$ cat config.mk
export PLATFORM = sky130hd
export DESIGN_NAME = branch_predictor_flat
export DESIGN_NICKNAME = d
export VERILOG_FILES = /design/src/rtl/branch_predictor_pkg.sv /design/src/rtl/branch_predictor_if.sv /design/src/rtl/bp_counter2.sv /design/src/rtl/branch_predictor.sv /design/src/flat_wrapper.sv
export SDC_FILE = /design/constraint.sdc
export NUM_CORES = 1
export LEC_CHECK = 0
export ABC_AREA = 1
export CAP_MARGIN = 20
export CORE_ASPECT_RATIO = 2
export CORE_MARGIN = 2
export CORE_UTILIZATION = 55
export CTS_CLUSTER_SIZE = 25
export DETAILED_ROUTE_END_ITERATION = 12
export GPL_ROUTABILITY_DRIVEN = 1
export HOLD_SLACK_MARGIN = 0.15
export PLACE_DENSITY_LB_ADDON = 0.05
export SYNTH_ARGS = -nofsm -noshare
export SYNTH_HDL_FRONTEND = slang
export SYNTH_SLANG_ARGS = --single-unit
$ cat constraint.sdc
create_clock -name clk -period 2.4 [get_ports clk]
set_input_delay 0.6 -clock clk [delete_from_list [all_inputs] [get_ports clk]]
set_output_delay 0.6 -clock clk [all_outputs]
set_load 0.1 [all_outputs]
$ cat src/rtl/branch_predictor_pkg.sv
// -----------------------------------------------------------------------------
// branch_predictor_pkg
//   Shared types and constants for the branch predictor.
//   - bp_state_e      : 2-bit saturating counter state (SNT/WNT/WT/ST)
//   - BP_INDEX_BITS   : default log2 of the number of table entries
//   - BP_RESET_STATE  : value every table entry takes on reset
//   - sat_inc32       : 32-bit increment that sticks at all-ones
//   - bp_is_taken     : prediction derived from a counter state
// -----------------------------------------------------------------------------
package branch_predictor_pkg;

  typedef enum logic [1:0] {
    BP_SNT = 2'd0,
    BP_WNT = 2'd1,
    BP_WT  = 2'd2,
    BP_ST  = 2'd3
  } bp_state_e;

  localparam int          BP_INDEX_BITS  = 6;
  localparam bp_state_e   BP_RESET_STATE = BP_WNT;
  localparam logic [31:0] BP_COUNT_MAX   = 32'hFFFF_FFFF;

  // Statistics counters hold at the maximum instead of wrapping to zero.
  function automatic logic [31:0] sat_inc32(input logic [31:0] value);
    return (value == BP_COUNT_MAX) ? value : value + 32'd1;
  endfunction

  // WT and ST both have the MSB set, so the MSB alone is the prediction.
  function automatic logic bp_is_taken(input bp_state_e state);
    return state[1];
  endfunction

endpackage

$ cat src/rtl/branch_predictor_if.sv
// -----------------------------------------------------------------------------
// branch_predictor_if
//   Groups the fetch-side prediction lookup, the decode-side resolution bus
//   and the result/statistics outputs of the branch predictor.
//   Modports:
//     master : the pipeline side (drives fetch_pc and the resolve_* bus)
//     slave  : the predictor itself
//   Handshake: resolve_valid is a single-cycle qualifier with no ready; the
//   predictor always accepts. resolve_* fields are only meaningful while
//   resolve_valid=1, and the caller has already gated it with stall.
//   mispredict is a registered one-cycle pulse; redirect_pc is meaningful
//   only while mispredict=1.
// -----------------------------------------------------------------------------
interface branch_predictor_if;

  logic [31:0] fetch_pc;
  logic        predict_taken;

  logic        resolve_valid;
  logic [31:0] resolve_pc;
  logic        resolve_taken;
  logic        resolve_predicted;
  logic [31:0] resolve_target;

  logic        mispredict;
  logic [31:0] redirect_pc;
  logic [31:0] branch_count;
  logic [31:0] mispredict_count;

  modport master (
    output fetch_pc,
    input  predict_taken,
    output resolve_valid,
    output resolve_pc,
    output resolve_taken,
    output resolve_predicted,
    output resolve_target,
    input  mispredict,
    input  redirect_pc,
    input  branch_count,
    input  mispredict_count
  );

  modport slave (
    input  fetch_pc,
    output predict_taken,
    input  resolve_valid,
    input  resolve_pc,
    input  resolve_taken,
    input  resolve_predicted,
    input  resolve_target,
    output mispredict,
    output redirect_pc,
    output branch_count,
    output mispredict_count
  );

endinterface

$ cat src/rtl/bp_counter2.sv
// -----------------------------------------------------------------------------
// bp_counter2
//   Pure next-state function of one 2-bit saturating counter.
//   Ports:
//     state : current counter state
//     taken : resolved branch outcome (1 = taken)
//     next  : counter state after training with that outcome
//   Taken moves one step toward ST, not-taken one step toward SNT; both ends
//   saturate.
// -----------------------------------------------------------------------------
module bp_counter2
  import branch_predictor_pkg::*;
(
  input  bp_state_e state,
  input  logic      taken,
  output bp_state_e next
);

  always_comb begin
    next = state;
    if (taken) begin
      case (state)
        BP_SNT:  next = BP_WNT;
        BP_WNT:  next = BP_WT;
        BP_WT:   next = BP_ST;
        BP_ST:   next = BP_ST;
        default: next = BP_RESET_STATE;
      endcase
    end else begin
      case (state)
        BP_SNT:  next = BP_SNT;
        BP_WNT:  next = BP_SNT;
        BP_WT:   next = BP_WNT;
        BP_ST:   next = BP_WT;
        default: next = BP_RESET_STATE;
      endcase
    end
  end

endmodule

$ cat src/rtl/branch_predictor.sv
// -----------------------------------------------------------------------------
// branch_predictor
//   Direct-mapped, tagless table of 2-bit saturating counters indexed by
//   pc[INDEX_BITS+1:2]. Provides a combinational prediction for the PC in
//   Fetch, trains on branches resolved in Decode, and raises a registered
//   one-cycle mispredict pulse with the correct next PC.
//   Ports:
//     clk    : rising-edge clock for all state
//     reset  : synchronous, active-high; table entries -> WNT, outputs -> 0
//     bus    : branch_predictor_if.slave (fetch lookup, resolve bus,
//              mispredict/redirect, branch and mispredict statistics)
//   Parameters:
//     INDEX_BITS : log2 of the number of table entries
// -----------------------------------------------------------------------------
module branch_predictor
  import branch_predictor_pkg::*;
#(
  parameter int INDEX_BITS = BP_INDEX_BITS
) (
  input  logic                  clk,
  input  logic                  reset,
  branch_predictor_if.slave     bus
);

  localparam int ENTRIES = 1 << INDEX_BITS;

  bp_state_e             table_q [ENTRIES];

  logic [INDEX_BITS-1:0] fetch_idx;
  logic [INDEX_BITS-1:0] resolve_idx;
  bp_state_e             train_cur;
  bp_state_e             train_next;

  logic                  miss;
  logic [31:0]           fall_through_pc;
  logic [31:0]           correct_pc;

  logic                  mispredict_q;
  logic [31:0]           redirect_pc_q;
  logic [31:0]           branch_count_q;
  logic [31:0]           mispredict_count_q;

  // ---------------------------------------------------------------------------
  // Prediction: plain table read. No bypass from a same-cycle training write,
  // so a colliding fetch sees the pre-update counter.
  // ---------------------------------------------------------------------------
  assign fetch_idx         = bus.fetch_pc[INDEX_BITS+1:2];
  assign bus.predict_taken = bp_is_taken(table_q[fetch_idx]);

  // Instruction-alignment bits and the tag-less upper bits never select an
  // entry; aliased PCs share a counter by design.
  logic unused_fetch_bits;
  assign unused_fetch_bits = ^{bus.fetch_pc[31:INDEX_BITS+2], bus.fetch_pc[1:0]};

  // ---------------------------------------------------------------------------
  // Training: one counter is read, stepped and written back per resolve.
  // ---------------------------------------------------------------------------
  assign resolve_idx = bus.resolve_pc[INDEX_BITS+1:2];
  assign train_cur   = table_q[resolve_idx];

  bp_counter2 u_counter (
    .state (train_cur),
    .taken (bus.resolve_taken),
    .next  (train_next)
  );

  // ---------------------------------------------------------------------------
  // Resolution: the redirect follows the actual outcome, not the prediction
  // stored in the table. The fall-through add wraps modulo 2^32.
  // ---------------------------------------------------------------------------
  assign miss            = bus.resolve_taken ^ bus.resolve_predicted;
  assign fall_through_pc = bus.resolve_pc + 32'd4;
  assign correct_pc      = bus.resolve_taken ? bus.resolve_target : fall_through_pc;

  always_ff @(posedge clk) begin
    if (reset) begin
      // A resolve arriving with reset is discarded entirely.
      for (int i = 0; i < ENTRIES; i++) begin
        table_q[i] <= BP_RESET_STATE;
      end
      mispredict_q       <= 1'b0;
      redirect_pc_q      <= 32'd0;
      branch_count_q     <= 32'd0;
      mispredict_count_q <= 32'd0;
    end else begin
      // Pulse tracks the current cycle only, so back-to-back misses each
      // produce their own pulse and an idle cycle clears it.
      mispredict_q <= bus.resolve_valid & miss;
      if (bus.resolve_valid) begin
        table_q[resolve_idx] <= train_next;
        redirect_pc_q        <= correct_pc;
        branch_count_q       <= sat_inc32(branch_count_q);
        if (miss) begin
          mispredict_count_q <= sat_inc32(mispredict_count_q);
        end
      end
    end
  end

  assign bus.mispredict       = mispredict_q;
  assign bus.redirect_pc      = redirect_pc_q;
  assign bus.branch_count     = branch_count_q;
  assign bus.mispredict_count = mispredict_count_q;

endmodule

$ cat src/flat_wrapper.sv
// flat-port wrapper written by rule: the top's interface ports become plain ports
module branch_predictor_flat import branch_predictor_pkg::*;
#(
  parameter int INDEX_BITS = BP_INDEX_BITS
)
  (clk, reset, bus_fetch_pc, bus_predict_taken, bus_resolve_valid, bus_resolve_pc, bus_resolve_taken, bus_resolve_predicted, bus_resolve_target, bus_mispredict, bus_redirect_pc, bus_branch_count, bus_mispredict_count);
  branch_predictor_if bus_i ();
  input  logic clk;
  input  logic reset;
  input wire logic [$bits(bus_i.fetch_pc)-1:0] bus_fetch_pc;
  output wire logic [$bits(bus_i.predict_taken)-1:0] bus_predict_taken;
  input wire logic [$bits(bus_i.resolve_valid)-1:0] bus_resolve_valid;
  input wire logic [$bits(bus_i.resolve_pc)-1:0] bus_resolve_pc;
  input wire logic [$bits(bus_i.resolve_taken)-1:0] bus_resolve_taken;
  input wire logic [$bits(bus_i.resolve_predicted)-1:0] bus_resolve_predicted;
  input wire logic [$bits(bus_i.resolve_target)-1:0] bus_resolve_target;
  output wire logic [$bits(bus_i.mispredict)-1:0] bus_mispredict;
  output wire logic [$bits(bus_i.redirect_pc)-1:0] bus_redirect_pc;
  output wire logic [$bits(bus_i.branch_count)-1:0] bus_branch_count;
  output wire logic [$bits(bus_i.mispredict_count)-1:0] bus_mispredict_count;
  assign bus_i.fetch_pc = bus_fetch_pc;
  assign bus_predict_taken = bus_i.predict_taken;
  assign bus_i.resolve_valid = bus_resolve_valid;
  assign bus_i.resolve_pc = bus_resolve_pc;
  assign bus_i.resolve_taken = bus_resolve_taken;
  assign bus_i.resolve_predicted = bus_resolve_predicted;
  assign bus_i.resolve_target = bus_resolve_target;
  assign bus_mispredict = bus_i.mispredict;
  assign bus_redirect_pc = bus_i.redirect_pc;
  assign bus_branch_count = bus_i.branch_count;
  assign bus_mispredict_count = bus_i.mispredict_count;
  branch_predictor #(.INDEX_BITS(INDEX_BITS)) u_core (.clk(clk), .reset(reset), .bus(bus_i));
endmodule
==> run summary <==
### Timing
• final clock period utilization by the worst path: 118%
• max_slew headroom: 48.4%
• number of pins exceeding their max-slew limit in the final report: 0
• Post-Route Setup TNS: -0.431 ns
• maximum operating frequency: 353 MHz
• fin crit period: 2.83 ns
• Final setup viols: 1
• clock skew after layout: 0.0178 ns
• measured slew at the worst slew-check pin: 0.774 ns
• slack of the critical path: -0.431 ns
• unrepaired setup endpoints after global routing: yes
• total count of hold-check failures in the final report: 0

### Final layout
• design area: 0.0171 mm2
• post-layout net count: 2303
• synth-to-layout area growth: 29.0%
• share of final-layout standard cells stronger than drive strength 1: 16.0%

### Clock network
• number of buffers added by the clock tree synthesis step: 21
• clock tree root buffer cell: clkbuf_16
• TritonCTS clock tree: built
• clock tree sinks: 225
• number of hold buffers added after cts: 0
• clock-pin slew on the worst setup and hold paths: 0.07 ns
• worst-case clock buffer depth: 3
• CTS H-Tree Depth: 1
• worst-skew pair later-pin latency: 0.52 ns

### Power
• Static Leak: 6.95 nW
• largest vdd supply drop: 0.000713 V
• power density cells: 567 mW/mm2
• Power, Total: 9.70 mW

### Placement
• count of buffers from port buffering: 172
• cell area reported after detailed placement: 0.0160 mm2
• sum of net half-perimeters after detailed placement: 34.9 mm
• worst setup timing slack at the placement stage: -0.718 ns
• Final Wtd Congestion: 1.02

### Drt
• drt drc: 0
• first-pass iteration count of the detailed router: 6
• routed wire length per instance: 19.2 um
• via-per-instance ratio: 5.68
• final wirelength: 48.1 mm
• antenna-violating nets left: 0
• routed vias: 14194
• First DRT Iteration DRCs: 1185

### Worst setup path
• Critical Setup Path Class: primary input to primary output
• Worst path top cell family by delay: compound AO/OA/AOI/OAI gates
• Data arrival, critical path: 2.23 ns
• Buf+Inv Stages, Crit Path: 4
• Largest stage delay, worst path: 0.52 ns
• Max Fanout on Critical Path: 4
• kind of end point of the critical path: primary output
• chain of cells forming the critical path: buf_4, inv_4, buf_12, nor2_1, o211ai_1, o211ai_1, nand3_1, nand3b_1, nand2_4, buf_12
• category of the worst setup path launch point: primary input
• Crit-path slowest cell: o211ai_1
• required arrival time at the worst endpoint: 1.80 ns

### Synthesis
• FF+latch count, synth: 225
• number of enable flip-flop cells after synthesis: 128
• share of the yosys chip area belonging to registers: 43.6%
• total of warnings raised by yosys: 0
• cell with the most instances after synthesis: nand2_1
• largest area contributor in the netlist: edfxtp_1
• synth cell count leaders: nand2_1, nor2_1, inv_1
• area of the mapped netlist: 0.0133 mm2
• number of nets produced by synthesis: 2044
• gate count after technology mapping: 1940
• top cell type's share of synthesized area: 29.0%
• synth unique cells: 34
• top flip-flop cell by instance count after synthesis: edfxtp_1
• mean cell area of the mapped netlist: 6.84 um2
• top area cells in the synthesized netlist: edfxtp_1, nand2_1, dfxtp_1, nor2_1, inv_1
• share of synthesized registers carrying an async set or reset: 0%

### Global routing
• largest net degree at the start of global routing: 62
• GRT overflow: 0
• global-route wire length before repair: 73.6 mm
• GRT Total Usage: 37.5%
• antenna violations before repair: 2
• number of global-route vias before repair: 13951

### Floorplan
• # IOs: 199
• chip width: 114 um
• number of placement rows: 80
• die outline height: 224 um
• Die Footprint: 0.0255 mm2
• starting density of the core: 55.7%
• Core Footprint: 0.0238 mm2

### Run
• max cap viols: 0

### Worst hold path
• classification of the worst-slack hold path: primary input to flip-flop

### Run status
• failing checks: setup timing
• result of the run: finished, violations left

## layout make-up
type                       count  area, um2
antenna                        1       2.50
multi-input combinational   1392       6340
timing repair buffer         326       3040
fill                        2018       6720
inverter                     233        885
clock inverter                13        150
tap                          287        359
clock buffer                  24        537
sequential                   225       5800
## tightest hold or removal path, stage by stage
cell	delay (ns)
buf_2	0.11
clkinv_2	0.08
o311a_1	0.12
## per-layer routing
layer,up-vias,routed length (um),track usage [%]
li1,6739,-,-
met1,6583,15600,37.4
met2,666,25200,69.2
met3,204,3190,6.06
met4,2,4030,26.1
met5,-,11,0
## registers in the layout (all words and copies together) (netlist names)
signal                       count
u_core.bus.branch_count         32
u_core.bus.mispredict            1
u_core.bus.mispredict_count     32
u_core.bus.redirect_pc          32
u_core.table_q                 128
## through the flow
stage / utilization, % / instances / hold slack [ns]
floorplan: - / 1940 / 0.685
global placement: 67.2 / 2446 / 0.449
detailed placement: 67.2 / 2446 / 0.452
CTS: 71.1 / 2492 / 0.433
global route: 71.8 / 2501 / 0.466
finish: 71.8 / 2501 / 0.447
## power by group
group / total (mW) / switching, mW / internal [mW]
logic: 2.00 / 1.31 / 0.694
registers: 4.22 / 0.0622 / 4.16
clock network: 3.47 / 1.53 / 1.94
total: 9.70 / 2.90 / 6.80
## logic make-up after synthesis
family	share of synthesized area (%)
AO/OA/AOI/OAI	9.81
XOR/XNOR	1.91
adder cells (fa/ha/maj)	0.283
buffers and inverters	9.67
flip-flops	43.6
AND/OR/NAND/NOR	34.7
## worst paths after layout
path	startpoint	end	slack, ns	depth (start not counted)
setup reg to reg	u_core.table_q[50][1]	u_core.table_q[42][1]	0.17	13
hold / removal	reset	u_core.bus.branch_count[4]	0.45	3
setup / recovery	bus_fetch_pc[2]	bus_predict_taken	-0.43	10
hold reg to reg	u_core.bus.branch_count[0]	u_core.bus.branch_count[0]	0.46	1
## cell usage in the layout, fill, tap and decap left out, types with 4 or more instances in the layout
| master | n |
|---|---|
| nand2_1 | 545 |
| nor2_1 | 321 |
| inv_1 | 221 |
| buf_4 | 221 |
| nand3_1 | 136 |
| edfxtp_1 | 128 |
| a21oi_1 | 102 |
| dfxtp_1 | 85 |
| o21ai_0 | 75 |
| clkdlybuf4s50_1 | 66 |
| nor3_1 | 44 |
| o211ai_1 | 25 |
| nand4_1 | 23 |
| buf_12 | 23 |
| clkbuf_16 | 22 |
| xor2_1 | 19 |
| o21ai_1 | 12 |
| dfxtp_2 | 12 |
| xnor2_1 | 10 |
| or2_2 | 9 |
| nor2_2 | 8 |
| nand3b_1 | 8 |
| nand3_2 | 7 |
| o21a_1 | 7 |
| o21ai_2 | 6 |
| nor3b_1 | 6 |
| inv_2 | 5 |
| clkinv_2 | 5 |
| a31oi_1 | 5 |
| nand2_2 | 4 |
| clkinv_1 | 4 |
| buf_16 | 4 |
## repair_timing
action	in CTS	in global routing
setup buffers	5	7
resized for setup	47	34
cloned	5	1
endpoints found under the hold margin	0	0
endpoints found under the setup margin	129	136
pin swaps	14	16
No activity file was read; power rests on OpenSTA's default activity.
